--- config.mk ---
export PLATFORM = sky130hd
export DESIGN_NAME = proc_src_arrayed_sym_deser
export DESIGN_NICKNAME = d
export VERILOG_FILES = /design/src/rtl/proc_src_arrayed_sym_deser.sv
export SDC_FILE = /design/constraint.sdc
export NUM_CORES = 1
export LEC_CHECK = 0
export BUFFER_PORTS_ARGS = -buffer_cell sky130_fd_sc_hd__buf_2
export CAP_MARGIN = 15
export CELL_PAD_IN_SITES_DETAIL_PLACEMENT = 0
export CELL_PAD_IN_SITES_GLOBAL_PLACEMENT = 1
export CORE_MARGIN = 3
export CORE_UTILIZATION = 35
export DETAILED_ROUTE_END_ITERATION = 6
export GPL_ROUTABILITY_DRIVEN = 0
export PLACE_DENSITY_LB_ADDON = 0.12
export SLEW_MARGIN = 30
export SYNTH_ARGS = -nofsm -noshare
export SYNTH_HDL_FRONTEND = slang
export SYNTH_SLANG_ARGS = --single-unit
--- constraint.sdc ---
create_clock -name clk -period 1.33 [get_ports clk]
set_input_delay 0.0665 -clock clk [delete_from_list [all_inputs] [get_ports clk]]
set_output_delay 0.0665 -clock clk [all_outputs]
set_load 0.02 [all_outputs]
--- src/rtl/proc_src_arrayed_sym_deser.sv ---
// Serial 2-bit symbol deserializer feeding a four-lane frame handshake.
// Optional DESER_OVERLAP_EN lets the first symbol of the next frame enter during handoff.
module proc_src_arrayed_sym_deser #(
  parameter int SYM_W = 2,
  parameter int CNT_W = 8
) (
  input  logic             clk,
  input  logic             rst,
  input  logic             clr,
  input  logic             in_valid,
  output logic             in_ready,
  input  logic [SYM_W-1:0] in_sym,
  output logic             out_valid,
  input  logic             out_ready,
  output logic [SYM_W-1:0] data_1,
  output logic [SYM_W-1:0] data_2,
  output logic [SYM_W-1:0] data_3,
  output logic [SYM_W-1:0] data_4,
  output logic [CNT_W-1:0] frame_cnt
);

  typedef enum logic {FILL, HOLD} state_t;

  state_t           state_q, state_d;
  logic [1:0]       idx_q, idx_d;
  logic [SYM_W-1:0] sym_mem_q [0:3];
  logic [SYM_W-1:0] sym_mem_d [0:3];
  logic [CNT_W-1:0] frame_cnt_q, frame_cnt_d;
  logic             accept;
  logic             handoff;

  always_comb begin
    in_ready = (state_q == FILL);
`ifdef DESER_OVERLAP_EN
    if (state_q == HOLD) begin
      in_ready = out_ready;
    end
`endif
    out_valid = (state_q == HOLD);
    accept    = in_valid && in_ready;
    handoff   = out_valid && out_ready;
  end

  // clr takes priority over both symbol capture and frame handoff
  always_comb begin
    state_d     = state_q;
    idx_d       = idx_q;
    frame_cnt_d = frame_cnt_q;
    for (int i = 0; i < 4; i++) begin
      sym_mem_d[i] = sym_mem_q[i];
    end
    if (clr) begin
      state_d = FILL;
      idx_d   = 2'd0;
    end else begin
      case (state_q)
        FILL: begin
          if (accept) begin
            sym_mem_d[idx_q] = in_sym;
            idx_d            = idx_q + 2'd1;
            if (idx_q == 2'd3) begin
              state_d = HOLD;
            end
          end
        end
        HOLD: begin
          if (handoff) begin
            state_d     = FILL;
            idx_d       = 2'd0;
            frame_cnt_d = frame_cnt_q + CNT_W'(1);
`ifdef DESER_OVERLAP_EN
            if (accept) begin
              sym_mem_d[0] = in_sym;
              idx_d        = 2'd1;
            end
`endif
          end
        end
        default: begin
          state_d = FILL;
          idx_d   = 2'd0;
        end
      endcase
    end
  end

  always_ff @(posedge clk or posedge rst) begin
    if (rst) begin
      state_q     <= FILL;
      idx_q       <= 2'd0;
      frame_cnt_q <= '0;
      for (int i = 0; i < 4; i++) begin
        sym_mem_q[i] <= '0;
      end
    end else begin
      state_q     <= state_d;
      idx_q       <= idx_d;
      frame_cnt_q <= frame_cnt_d;
      for (int i = 0; i < 4; i++) begin
        sym_mem_q[i] <= sym_mem_d[i];
      end
    end
  end

  assign data_1    = sym_mem_q[0];
  assign data_2    = sym_mem_q[1];
  assign data_3    = sym_mem_q[2];
  assign data_4    = sym_mem_q[3];
  assign frame_cnt = frame_cnt_q;

endmodule
==> results.md <==
- Final slew viol count: 0
- Slew HR: 73.2%
- Syn nets: 85
- Clock power frac: 21.6%
- Setup TNS: 0 ns
- Die W: roughly 57 um
- R2R setup slack: 0.07 ns
- DP Area: 1080 um^2
- Core Area: 2340 um^2
- Synthesized area: roughly 910 um^2
- Library cells used by synthesis: 20
- CTS tree: done
- Pwr Total: about 1.3 mW
- Largest net degree at the start of global routing: 12
- Worst r2r path cells: 4
- Drt initial violations: 4
- GR Util All Layers: a little under an eighth
- Int Pwr: ~910 uW
- Power share of the combinational group: about a quarter
- Synth Instances: 73
- H-tree depth: 1
- Post-route ant nets: 0
- Sequential fraction of the synthesis area: 52.2%
- Worst-path clk slew: around 0.10 ns
- Critical Path End Type: flip-flop
- Syn Area/Cell: around 12 um^2
- Switching Share: approximately 30%
- Post-layout nets: 117
- Critical path startpoint category: flip-flop
- Die ar.: 3250 um^2
- Status: finished, final reports clean
- Worst Path Arrival: around 1.4 ns
- Final setup viols: 0
- Routed vias/inst: roughly 4.6
- Reg2reg start: idx_q[0]
- Avg WL per Cell: 12.2 um
- Worst skew pair latency: about 0.28 ns
- I/O pin count: 25
- Total CTS buffers: 3
- Max Cap Viol: 0
- DRT Pass-1 Iters: 3
- Initial antenna violation count: 0
- Hold Path Origin: clr
- Chip height: 57.0 um
- Diode count: 0
- Area Growth Syn to Fin: 24.0%
- Clock Skews: 0.000877 ns
- DPL Wire Length: 1.31 mm
- Hold Violations, Final: 0
- Slew @ Worst Pin: 0.402 ns
- Port bufs: 24
- Maximum clock frequency: just under 800 MHz
- Leakage power: 0.633 nW
- Root buffer cell: clkbuf_4
- Vias in the first global route: roughly 660
- Power Dens Cells: between 1000 and 1500 nW/um^2
- Reg2reg end: data_4[1]
- Cell total after placement: between 100 and 150
- RSZ-0062 raised after global routing: yes
- Psw: a little under 400 uW
- Crit path kind: flip-flop to flip-flop
- First-pass GRT wire length: 2.91 mm
- Share of cells above drive strength 1: between 40% and 50%
- Sequential power share: between 50% and 60%
- Via Count: 607
- WHS Path Cells: 2
- Critical path data required time: 1.51 ns
- CTS max path bufs: 2
- Path type of the worst min-delay path: input port to flip-flop
- Clock Sinks: 19
- Final Cycle Share: between 90% and 100%
- # DRC: 0
- CP Max Fanout: 4
- Peak supply drop: between 0.0005 and 0.0006 V
- Non-Filler Instances: 132
- Final Critical Period: roughly 1.3 ns
- Initial Util: 38.9%
- Row cnt: 17
- Finished Cell Area: roughly 1100 um^2
- Total Wirelength: about 1.6 mm
- Fill cells: 236
- WHS Endpoint: idx_q[1]
- YS warnings: 0
- Grt total ovfl: 0
- Flops & latches, synth: 19
==> worst max path at each step <==
stage / depth (start not counted) / slack [ns] / endpoint / from
after global routing: 4 / -0.01 / data_4[0] / idx_q[0]
after detailed placement: 4 / 0.02 / data_4[1] / idx_q[0]
final: 4 / 0.07 / data_4[1] / idx_q[0]
after global placement: 4 / 0.07 / data_4[0] / idx_q[0]
after floorplan: 4 / -0.02 / data_4[0] / out_valid
after CTS: 4 / 0.009 / data_4[1] / idx_q[1]
==> kinds of logic (layout without fill, tap and decap cells) <==
| logic type | count (synthesis) | in the layout | share of synthesized area [%] |
|---|---|---|---|
| AO/OA/AOI/OAI | 4 | 4 | 3.16 |
| XOR/XNOR | 7 | 7 | 6.73 |
| adder cells (fa/ha/maj) | 5 | 5 | 6.87 |
| buffers and inverters | 5 | 36 | 2.47 |
| flip-flops | 19 | 19 | 52.2 |
| multiplexers | 10 | 10 | 12.2 |
| AND/OR/NAND/NOR | 23 | 23 | 16.3 |
==> synth_stat cells <==
cell	instances	area share, %
nor4_4	1	2.3
nor2_1	4	1.6
dfrtp_1	19	52
nor3_1	3	1.6
ha_1	5	6.9
xor2_1	6	5.8
nand2b_1	1	0.69
o22a_1	1	0.96
inv_1	4	1.6
nand4b_4	1	2.6
mux2i_1	1	1.1
xnor2_1	1	0.96
o211a_1	1	1.1
nand2_1	10	4.1
and3b_2	1	1.1
buf_4	1	0.82
nand3b_1	1	0.82
a21oi_1	2	1.1
mux2_2	9	11
nor3b_2	1	1.4
==> area by class of cell <==
type | instances | area (um^2) | area share, %
Clock buffer | 4 | 26.3 | 2.33
Timing Repair Buffer | 28 | 153 | 13.5
Multi-Input combinational cell | 49 | 423 | 37.4
Tap cell | 28 | 35.0 | 3.10
Sequential cell | 19 | 478 | 42.3
Inverter | 4 | 15.0 | 1.33
==> placed cells by master, fill, tap and decap left out <==
cell,instances
buf_2,24
dfrtp_1,17
nand2_1,10
mux2_2,7
xor2_1,6
ha_1,5
inv_1,4
nor3_1,3
nor2_1,3
clkbuf_4,3
buf_4,3
a21oi_1,2
mux2_4,2
dfrtp_2,2
nand2b_1,1
o211a_1,1
nor3b_2,1
and3b_2,1
xnor2_1,1
nand4b_4,1
nor4_4,1
nand3b_1,1
nor2_2,1
mux2i_1,1
o22a_1,1
clkbuf_1,1
dlygate4sd3_1,1
==> registers in the layout, indices dropped and copies added, names as in the netlist <==
| name | flops |
|---|---|
| frame_cnt | 8 |
| data_1 | 2 |
| data_2 | 2 |
| data_3 | 2 |
| data_4 | 2 |
| idx_q | 2 |
| out_valid | 1 |
==> worst max-delay path, cell delays in order, from the launching register on <==
cell	delay (ns)
dfrtp_1	0.41
ha_1	0.16
nand3b_1	0.11
nor2_2	0.17
mux2_4	0.31
==> timing repair <==
item / 4_1_cts / 5_1_grt
resized for setup: 0 / 1
endpoints found under the setup margin: 1 / 2
hold buffers: 1 / 0
setup buffers: 1 / 0
pin swaps: 0 / 1
hold endpoints to repair: 10 / 0
==> per-stage QoR <==
stage / setup slack (ns) / hold slack (ns) / util, %
after floorplan: -0.0244 / 0.0176 / -
after global placement: 0.0651 / 0.0877 / 46.4
after detailed placement: 0.0156 / 0.0759 / 46.4
after CTS: 0.00874 / 0.0290 / 48.2
after global routing: -0.0103 / 0.0417 / 48.3
final: 0.0660 / 0.0310 / 48.3
==> power groups by stage <==
stage	clock network [mW]	logic (mW)	registers [mW]
after floorplan	0	0.112	0.801
after global placement	0	0.319	0.707
after detailed placement	0	0.318	0.712
after CTS	0.300	0.325	0.699
after global routing	0.322	0.345	0.711
final	0.281	0.319	0.699
==> routing by layer <==
metal | GRT usage (%) | routed length [um] | vias up
met5 | 0 | 0 | -
met4 | 3.97 | 16 | 0
met3 | 2.94 | 94 | 2
met2 | 17.0 | 657 | 17
met1 | 15.8 | 843 | 281
li1 | - | - | 307
Power figures use the tool's default switching activity.
